## config.mk

```make
export PLATFORM = sky130hd
export DESIGN_NAME = vga_sync_timing
export DESIGN_NICKNAME = d
export VERILOG_FILES = /design/src/rtl/vga_pkg.sv /design/src/rtl/edge_detect.sv /design/src/rtl/vga_sync_timing.sv
export SDC_FILE = /design/constraint.sdc
export NUM_CORES = 1
export LEC_CHECK = 0
export BUFFER_PORTS_ARGS = -buffer_cell sky130_fd_sc_hd__buf_2
export CORE_MARGIN = 2
export CORE_UTILIZATION = 40
export DETAILED_ROUTE_END_ITERATION = 8
export GPL_TIMING_DRIVEN = 0
export PLACE_DENSITY = 0.72
export SETUP_SLACK_MARGIN = 0.02
export SYNTH_ARGS = -nofsm -noshare
export SYNTH_HDL_FRONTEND = slang
export SYNTH_SLANG_ARGS = --single-unit
```

## constraint.sdc

```tcl
create_clock -name clk -period 4.84 [get_ports clk]
set_input_delay 0.242 -clock clk [delete_from_list [all_inputs] [get_ports clk]]
set_output_delay 0.242 -clock clk [all_outputs]
set_load 0.01 [all_outputs]
```

## src/rtl/vga_pkg.sv

```systemverilog
// rtl/vga_pkg.sv - 640x480@60 raster constants and tick FSM state type.
package vga_pkg;

  localparam int H_VISIBLE = 640;
  localparam int H_FRONT   = 16;
  localparam int H_SYNC    = 96;
  localparam int H_BACK    = 48;
  localparam int H_TOTAL   = H_VISIBLE + H_FRONT + H_SYNC + H_BACK;

  localparam int V_VISIBLE = 480;
  localparam int V_FRONT   = 10;
  localparam int V_SYNC    = 2;
  localparam int V_BACK    = 33;
  localparam int V_TOTAL   = V_VISIBLE + V_FRONT + V_SYNC + V_BACK;

  localparam int CNT_W     = 10;

  typedef enum logic {
    IDLE    = 1'b0,
    PENDING = 1'b1
  } tick_state_t;

endpackage

```

## src/rtl/edge_detect.sv

```systemverilog
// rtl/edge_detect.sv - sample register with rising-edge or any-edge strobe.
module edge_detect #(
  parameter logic RESET_VAL = 1'b0,
  parameter bit   ANY_EDGE  = 1'b0
) (
  input  logic clk,
  input  logic resetn,
  input  logic i_sig,
  output logic o_edge
);

  logic r_q;

  always_ff @(posedge clk or negedge resetn) begin
    if (!resetn) r_q <= RESET_VAL;
    else         r_q <= i_sig;
  end

  assign o_edge = ANY_EDGE ? (i_sig ^ r_q) : (i_sig & ~r_q);

endmodule

```

## src/rtl/vga_sync_timing.sv

```systemverilog
// rtl/vga_sync_timing.sv - VGA raster counters/syncs on the board clock,
// plus a game tick released at the start of vertical blank.
module vga_sync_timing #(
  parameter int H_VISIBLE = vga_pkg::H_VISIBLE,
  parameter int H_FRONT   = vga_pkg::H_FRONT,
  parameter int H_SYNC    = vga_pkg::H_SYNC,
  parameter int H_BACK    = vga_pkg::H_BACK,
  parameter int V_VISIBLE = vga_pkg::V_VISIBLE,
  parameter int V_FRONT   = vga_pkg::V_FRONT,
  parameter int V_SYNC    = vga_pkg::V_SYNC,
  parameter int V_BACK    = vga_pkg::V_BACK
) (
  input  logic                      clk,
  input  logic                      resetn,
  input  logic                      pix_clk,
  input  logic                      update,
  output logic                      hsync,
  output logic                      vsync,
  output logic                      video_on,
  output logic [vga_pkg::CNT_W-1:0] x,
  output logic [vga_pkg::CNT_W-1:0] y,
  output logic                      pix_en,
  output logic                      frame_tick,
  output logic                      tick_overrun
);
  import vga_pkg::*;

  localparam int HT = H_VISIBLE + H_FRONT + H_SYNC + H_BACK;
  localparam int VT = V_VISIBLE + V_FRONT + V_SYNC + V_BACK;
  localparam logic [CNT_W-1:0] X_LAST   = CNT_W'(HT - 1);
  localparam logic [CNT_W-1:0] Y_LAST   = CNT_W'(VT - 1);
  localparam logic [CNT_W-1:0] X_VIS    = CNT_W'(H_VISIBLE);
  localparam logic [CNT_W-1:0] Y_VIS    = CNT_W'(V_VISIBLE);
  localparam logic [CNT_W-1:0] Y_REL    = CNT_W'(V_VISIBLE - 1);
  localparam logic [CNT_W-1:0] HS_START = CNT_W'(H_VISIBLE + H_FRONT);
  localparam logic [CNT_W-1:0] HS_END   = CNT_W'(H_VISIBLE + H_FRONT + H_SYNC);
  localparam logic [CNT_W-1:0] VS_START = CNT_W'(V_VISIBLE + V_FRONT);
  localparam logic [CNT_W-1:0] VS_END   = CNT_W'(V_VISIBLE + V_FRONT + V_SYNC);

  logic             w_pix_en, w_upd_any, w_upd_edge, w_release;
  logic             r_armed, r_hsync, r_vsync, r_video_on, r_frame_tick, r_overrun;
  logic [CNT_W-1:0] r_x, r_y, w_x_next, w_y_next;
  tick_state_t      r_state, w_state_next;
  logic             w_tick_next, w_ovr_set;

  // Sample register resets high so reset release never looks like a pixel edge.
  edge_detect #(.RESET_VAL(1'b1), .ANY_EDGE(1'b0)) u_pix_edge (
    .clk(clk), .resetn(resetn), .i_sig(pix_clk), .o_edge(w_pix_en)
  );

  edge_detect #(.RESET_VAL(1'b0), .ANY_EDGE(1'b1)) u_upd_edge (
    .clk(clk), .resetn(resetn), .i_sig(update), .o_edge(w_upd_any)
  );

  assign w_upd_edge = w_upd_any & r_armed;
  assign w_release  = w_pix_en && (r_x == X_LAST) && (r_y == Y_REL);

  always_comb begin
    w_x_next = r_x;
    w_y_next = r_y;
    if (w_pix_en) begin
      if (r_x == X_LAST) begin
        w_x_next = '0;
        w_y_next = (r_y == Y_LAST) ? '0 : r_y + 1'b1;
      end else begin
        w_x_next = r_x + 1'b1;
      end
    end
  end

  always_comb begin
    w_state_next = r_state;
    w_tick_next  = 1'b0;
    w_ovr_set    = 1'b0;
    case (r_state)
      IDLE: begin
        if (w_upd_edge) w_state_next = PENDING;
      end
      PENDING: begin
        if (w_release) begin
          w_tick_next  = 1'b1;
          w_state_next = w_upd_edge ? PENDING : IDLE;
        end else if (w_upd_edge) begin
          w_ovr_set = 1'b1;
        end
      end
      default: w_state_next = IDLE;
    endcase
  end

  // Decoding from next-counter values keeps syncs aligned with x/y.
  always_ff @(posedge clk or negedge resetn) begin
    if (!resetn) begin
      r_x          <= X_LAST;
      r_y          <= Y_LAST;
      r_hsync      <= 1'b1;
      r_vsync      <= 1'b1;
      r_video_on   <= 1'b0;
      r_armed      <= 1'b0;
      r_state      <= IDLE;
      r_frame_tick <= 1'b0;
      r_overrun    <= 1'b0;
    end else begin
      r_x          <= w_x_next;
      r_y          <= w_y_next;
      r_hsync      <= !((w_x_next >= HS_START) && (w_x_next < HS_END));
      r_vsync      <= !((w_y_next >= VS_START) && (w_y_next < VS_END));
      r_video_on   <= (w_x_next < X_VIS) && (w_y_next < Y_VIS);
      r_armed      <= 1'b1;
      r_state      <= w_state_next;
      r_frame_tick <= w_tick_next;
      r_overrun    <= r_overrun | w_ovr_set;
    end
  end

  assign hsync        = r_hsync;
  assign vsync        = r_vsync;
  assign video_on     = r_video_on;
  assign x            = r_x;
  assign y            = r_y;
  assign pix_en       = w_pix_en;
  assign frame_tick   = r_frame_tick;
  assign tick_overrun = r_overrun;

endmodule
```

Word-level counts from Yosys, hierarchy flattened. Cells that the tools add are included.

$add $sub $neg: 2. Order comparisons: 6. Equal/unequal tests: 3. Muxes and demuxes: 12. Bitwise operators: 6. Reduce and logical (&&, ||, !) cells: 7.

Operators by type and width (number): two-way mux 10 bit (5); adder 10 x 1 -> 10 bit (second input constant) (2); == test 10 bit (second input constant) (2); < comparator 10 bit (second input constant) (2); < comparator 10 x 9 -> 1 bit (second input constant) (2); == test 10 x 9 -> 1 bit (second input constant) (1); >= comparator 10 bit (second input constant) (1); >= comparator 10 x 9 -> 1 bit (second input constant) (1); two-way mux 1 bit (6); logical AND 1 bit (5); AND 1 bit (2); logical NOT 1 bit (2); NOT 1 bit (2); one-hot mux 1 bit (2 select lines) (1); OR 1 bit (1); XOR 1 bit (1).

Register bits after elaboration: 29. Input bits: 4. Output and inout port bits: 26. Word-level logic and storage cells: 47.

Longest topological paths before layout.
Depth in word-level cells: 7. Depth in mapped cells: 8. Mapped depth without buffers: 7.

By module. From an unflattened synthesis, not the netlist that was laid out.

Cell total of the unflattened synthesis: 163. Area total of the unflattened synthesis: 1574.0 µm².

Modules (own cells, without submodules): vga_sync_timing (instances 1, cells each 159, area each 1500.2 µm², sequential area each 690.7 µm²); edge_detect at u_pix_edge (instances 1, cells each 2, area each 40.0 µm², sequential area each 26.3 µm²); edge_detect at u_upd_edge (instances 1, cells each 2, area each 33.8 µm², sequential area each 25.0 µm²).

Worst setup path after synthesis. Ideal clock, no wire load.

Path kind: reg-to-reg. Start point: register r_x[0] (netlist: x[0]). End point: register r_y[8] (netlist: y[8]). Setup time: 128 ps. Arrival: 1799 ps. Data required time: 4712 ps. Path slack: 2913 ps. Cell stages (with the launch flop): 8. Path buffers: 1. Clock period less this slack: 1927 ps. Path through: dfstp_2 > ha_1 > and2_1 > and4_1 > buf_2 > and3_1 > nand3_1 > xnor2_1.

Longest elaborated chain between the ends: 3.

Ends and longest elaborated chain: start: declaration (RTL line vga_sync_timing.sv:42) `logic [CNT_W-1:0] r_x, r_y, w_x_next, w_y_next;`; start signal: assignment (RTL line vga_sync_timing.sv:104) `r_x <= w_x_next;`; == test 10 bit (RTL line vga_sync_timing.sv:62) `if (r_x == X_LAST) begin`; two-way mux 10 bit (RTL line vga_sync_timing.sv:62); two-way mux 10 bit (RTL line vga_sync_timing.sv:61) `if (w_pix_en) begin`; via w_y_next[8] (RTL line vga_sync_timing.sv:42); end signal: assignment (RTL line vga_sync_timing.sv:105) `r_y <= w_y_next;`; end: declaration (RTL line vga_sync_timing.sv:42).

The timed path passes the listed nets, and every way through them passes these cells.

Worst setup path after layout.
Start point: register r_x[0] (netlist: x[0]). End point: register r_video_on (netlist: video_on).

Longest elaborated chain between the ends: 5. Elaborated cells on any way between the ends: 9. Classes of those cells: 1 x add/sub; 2 x order compare; 1 x eq/ne; 4 x mux; 1 x reduce/logical.

Ends and longest elaborated chain: adder 10 x 1 -> 10 bit / == test 10 bit (equally long branches) (RTL line vga_sync_timing.sv:66, vga_sync_timing.sv:62); two-way mux 10 bit (RTL line vga_sync_timing.sv:62); two-way mux 10 bit (RTL line vga_sync_timing.sv:61); < comparator 10 bit / < comparator 10 x 9 -> 1 bit (equally long branches) (RTL line vga_sync_timing.sv:108) `r_video_on <= (w_x_next < X_VIS) && (w_y_next < Y_VIS);`; logical AND 1 bit * (RTL line vga_sync_timing.sv:108); end signal: assignment (RTL line vga_sync_timing.sv:108); end: declaration (RTL line vga_sync_timing.sv:41) `logic r_armed, r_hsync, r_vsync, r_video_on, r_frame_tick, r_overrun;`.

Every way passes the cells marked *; elsewhere a longest branch is shown, timed or not.

==> impl_summary.log <==
[metrics] result of the run: finished, final reports clean
[metrics] total of flip-flops plus latches after synthesis: 29
[metrics] core footprint: between 3000 and 4000 um^2
[metrics] max frequency: between 400 and 500 MHz
[metrics] TritonCTS clock tree: built
[metrics] post-synthesis simple-gate area fraction: a little under 30%
[metrics] worst setup path startpoint: x[0]
[metrics] most frequent standard cell in the layout excluding fill and tap cells: sky130_fd_sc_hd__buf_2
[metrics] largest family of logic cells by synthesized area: simple AND/OR/NAND/NOR gates
[metrics] y dimension of the die: roughly 67 um
[metrics] register area share after synthesis: 47.36%
[metrics] endpoint of the worst-slack reg-to-reg timing path: video_on
[metrics] detail-routed via count per cell: around 5.5
[metrics] number of hold violations in the final report: 0
[metrics] WHS: approximately 90 ps
[metrics] Area growth, synth to finish: 22.28%
[metrics] Max Root-Sink Buffers: 2
[metrics] most used cells in the layout excluding fill and tap cells: sky130_fd_sc_hd__buf_2, sky130_fd_sc_hd__dfrtp_1, sky130_fd_sc_hd__nand3_1, sky130_fd_sc_hd__dfstp_2, sky130_fd_sc_hd__nand2_1
[metrics] worst reg-to-reg setup slack: 2580 ps
[metrics] length in cells of the worst reg-to-reg path: 6
[metrics] multiplexer share of the synthesized area: under 10%
[metrics] PwrDens: between 300 and 400 nW/um^2
[metrics] fin crit share: 46.74%
[metrics] post-DP HPWL: around 2400 um
[metrics] initial antenna violation count: 0
[metrics] Clk Tree Root Cell: sky130_fd_sc_hd__clkbuf_8
[metrics] worst hold-check path type: input pin to register
[metrics] Total Negative Setup Slacks: 0 ps
[metrics] fraction of synthesized cell area in xor and xnor cells: under 10%
[metrics] number of warning messages in the yosys log: 0
[metrics] count of hold-fix buffers inserted at cts: 1
[metrics] overall track demand over capacity in global routing: 17.74%
[metrics] crit path max fanout: 7
[metrics] Antenna Diode Count: 0
[metrics] count of mapped cells out of synthesis: 158
[metrics] final standard cell utilization of the core: between 50% and 60%
[metrics] maximum number of pins on one net before global-route repair: 30
[metrics] IR Drop Worst-Case VDD: between 0.15 and 0.2 mV
[metrics] launch point of the worst hold path: update
[metrics] number of port buffers: 29
[metrics] num ports: 30
[metrics] wire length of the first global-routing pass: about 5800 um
[metrics] TritonCTS buffer count: 5
[metrics] Worst R2R Start: x[0]
[metrics] Post-Syn Area: around 1600 um^2
[metrics] worst relative slew slack: 57.56%
[metrics] net count after synthesis: approximately 170
[metrics] insertion delay to the later sink of the worst-skew pair: between 200 and 300 ps
[metrics] Initial DRC Count: 100
[metrics] Pwr Total: between 0.7 and 0.8 mW
[metrics] overall die width: about 67 um
[metrics] number of nets in the layout: between 200 and 250
[metrics] total congestion overflow: 0
[metrics] via count of the routed design: approximately 1300
[metrics] number of slew-limit violations in the final report: 0
[metrics] critical path startpoint category: register
[metrics] Finished Layout Cells: 244
[metrics] final routed DRC violation total: 0
[metrics] wire length per cell: roughly 14 um
[metrics] htree depth: 2
[metrics] Mapped Avg Cell Area: 9.915 um^2
[metrics] fraction of the mapped netlist area in compound gates: about a tenth
[metrics] fraction of final layout cells sized beyond drive strength 1: about a third
[metrics] Worst-path clk slew: ~70 ps
[metrics] data required time of the worst path: 4990 ps
[metrics] number of failing setup endpoints in the final timing report: 0
[metrics] Total Routed Length: approximately 3400 um
[metrics] CTS sink count: 29
[metrics] gp weighted congestion: ~0.8
[metrics] hold path cells: 1
[metrics] static power due to leakage: roughly 0.9 nW
[metrics] DRT antenna net count: 0
[metrics] share of flip-flops with an asynchronous set or reset: 100.0%
[metrics] count of flip-flops with a built-in enable after synthesis: 0
[metrics] transition time at the pin with the least slew margin: 636.6 ps
[metrics] max_cap viols: 0
[metrics] Starting Density: between 40% and 50%
[metrics] critical path capture point type: register
[metrics] row count: 22
[metrics] placed cell count: 235
[metrics] number of buffers added for setup after CTS: 0
[metrics] flip-flop cell with the highest count after synthesis: sky130_fd_sc_hd__dfrtp_1
[metrics] critical path type: register to register
[metrics] Max Clock Skew: between 7 and 8 ps
[metrics] minimum period implied by the final worst setup slack: 2262 ps
[metrics] unrepaired setup endpoints after global routing: no
[metrics] Die Outline Area: 4433 um^2
[metrics] CTS-repair resized insts: 0
[metrics] count of TritonRoute iterations in the first routing pass: 4
[metrics] data arrival time of the critical path: roughly 2400 ps
[metrics] worst hold endpoint: u_upd_edge.r_q
[metrics] post-synthesis share of cell area spent on full adders, half adders and majority gates: 2.396%
[metrics] number of global-route vias before repair: 1268
[metrics] number of library cell types mapped by synthesis: 45
cell families (layout without fill, tap and decap cells):
kind of cell	after synthesis	in the layout
AND/OR/NAND/NOR	77	77
AO/OA/AOI/OAI	25	25
other	1	1
adder cells (fa/ha/maj)	3	3
multiplexers	2	2
flip-flops	29	29
XOR/XNOR	10	10
buffers and inverters	11	49
area by class of cell:
class	instances	area, um^2
buffer	5	27.53
clock buffer	5	68.82
clock inverter	3	65.06
fill	372	1800
inverter	6	22.52
multi-input combinational	118	774.5
sequential	29	742.0
tap	48	60.06
timing repair buffer	30	155.1
cell usage after synthesis, types with 2 or more instances:
cell type | instances | area (um^2)
sky130_fd_sc_hd__o31ai_1 | 2 | 15.01
sky130_fd_sc_hd__a21oi_1 | 5 | 25.02
sky130_fd_sc_hd__nand2_1 | 12 | 45.04
sky130_fd_sc_hd__nor3_1 | 5 | 25.02
sky130_fd_sc_hd__inv_1 | 6 | 22.52
sky130_fd_sc_hd__mux2i_1 | 2 | 20.02
sky130_fd_sc_hd__xnor2_1 | 5 | 43.79
sky130_fd_sc_hd__nand4_1 | 5 | 31.28
sky130_fd_sc_hd__clkbuf_1 | 3 | 11.26
sky130_fd_sc_hd__xor2_1 | 5 | 43.79
sky130_fd_sc_hd__dfrtp_1 | 16 | 400.4
sky130_fd_sc_hd__nor3b_1 | 2 | 15.01
sky130_fd_sc_hd__o21ai_0 | 8 | 40.04
sky130_fd_sc_hd__or2_2 | 4 | 25.02
sky130_fd_sc_hd__dfstp_2 | 13 | 341.6
sky130_fd_sc_hd__nor2_1 | 7 | 26.28
sky130_fd_sc_hd__nand3_1 | 14 | 70.07
sky130_fd_sc_hd__and2_1 | 2 | 12.51
sky130_fd_sc_hd__and3_1 | 4 | 25.02
sky130_fd_sc_hd__nand2b_1 | 2 | 12.51
sky130_fd_sc_hd__nand4b_1 | 2 | 17.52
sky130_fd_sc_hd__ha_1 | 3 | 37.54
sky130_fd_sc_hd__or4_1 | 3 | 22.52
sky130_fd_sc_hd__and4_1 | 3 | 26.28
sky130_fd_sc_hd__or3_1 | 3 | 18.77
sky130_fd_sc_hd__nand3b_1 | 2 | 15.01
sky130_fd_sc_hd__and4bb_2 | 2 | 25.02
flip-flops by register name, indices dropped and copies added, names as in the netlist:
signal / count
hsync: 1
r_armed: 1
r_state: 1
x: 10
vsync: 1
y: 10
tick_overrun: 1
u_pix_edge.r_q: 1
u_upd_edge.r_q: 1
frame_tick: 1
video_on: 1
metal layers:
metal	GRT usage (%)	up-vias	share of wire, %	routed length (um)
met5	0	-	0	0
met4	8.673	0	2.4	80
met3	5.912	7	5.2	175
met2	27.25	41	44	1485
met1	22.25	645	48	1635
li1	-	647	-	-
critical path, stage by stage, from the launching register on:
cell and delay, ps:
sky130_fd_sc_hd__dfstp_2 570, sky130_fd_sc_hd__ha_1 230, sky130_fd_sc_hd__and2_1 190, sky130_fd_sc_hd__nand4_1 260
sky130_fd_sc_hd__or3_1 440, sky130_fd_sc_hd__a22oi_1 350, sky130_fd_sc_hd__a311oi_1 90
power breakdown:
group / internal, mW / switching (mW) / total [mW]
Clock: 0.204 / 0.0959 / 0.300
Combinational: 0.0439 / 0.0478 / 0.0917
Sequential: 0.277 / 0.0314 / 0.308
through the flow:
step / instance area (um^2) / setup slack [ps]
detailed placement: 1772 / 2591
CTS: 1916 / 2585
floorplan: 1567 / 2913
global route: 1916 / 2398
finish: 1916 / 2578
global placement: 1772 / 2634
how the worst max path moves through the flow:
| stage | endpoint | depth (start not counted) |
|---|---|---|
| floorplan | y[8] | 7 |
| global placement | video_on | 6 |
| detailed placement | video_on | 6 |
| CTS | video_on | 6 |
| global route | video_on | 6 |
| finish | video_on | 6 |
Note: power is estimated with default switching activity, not from simulation.
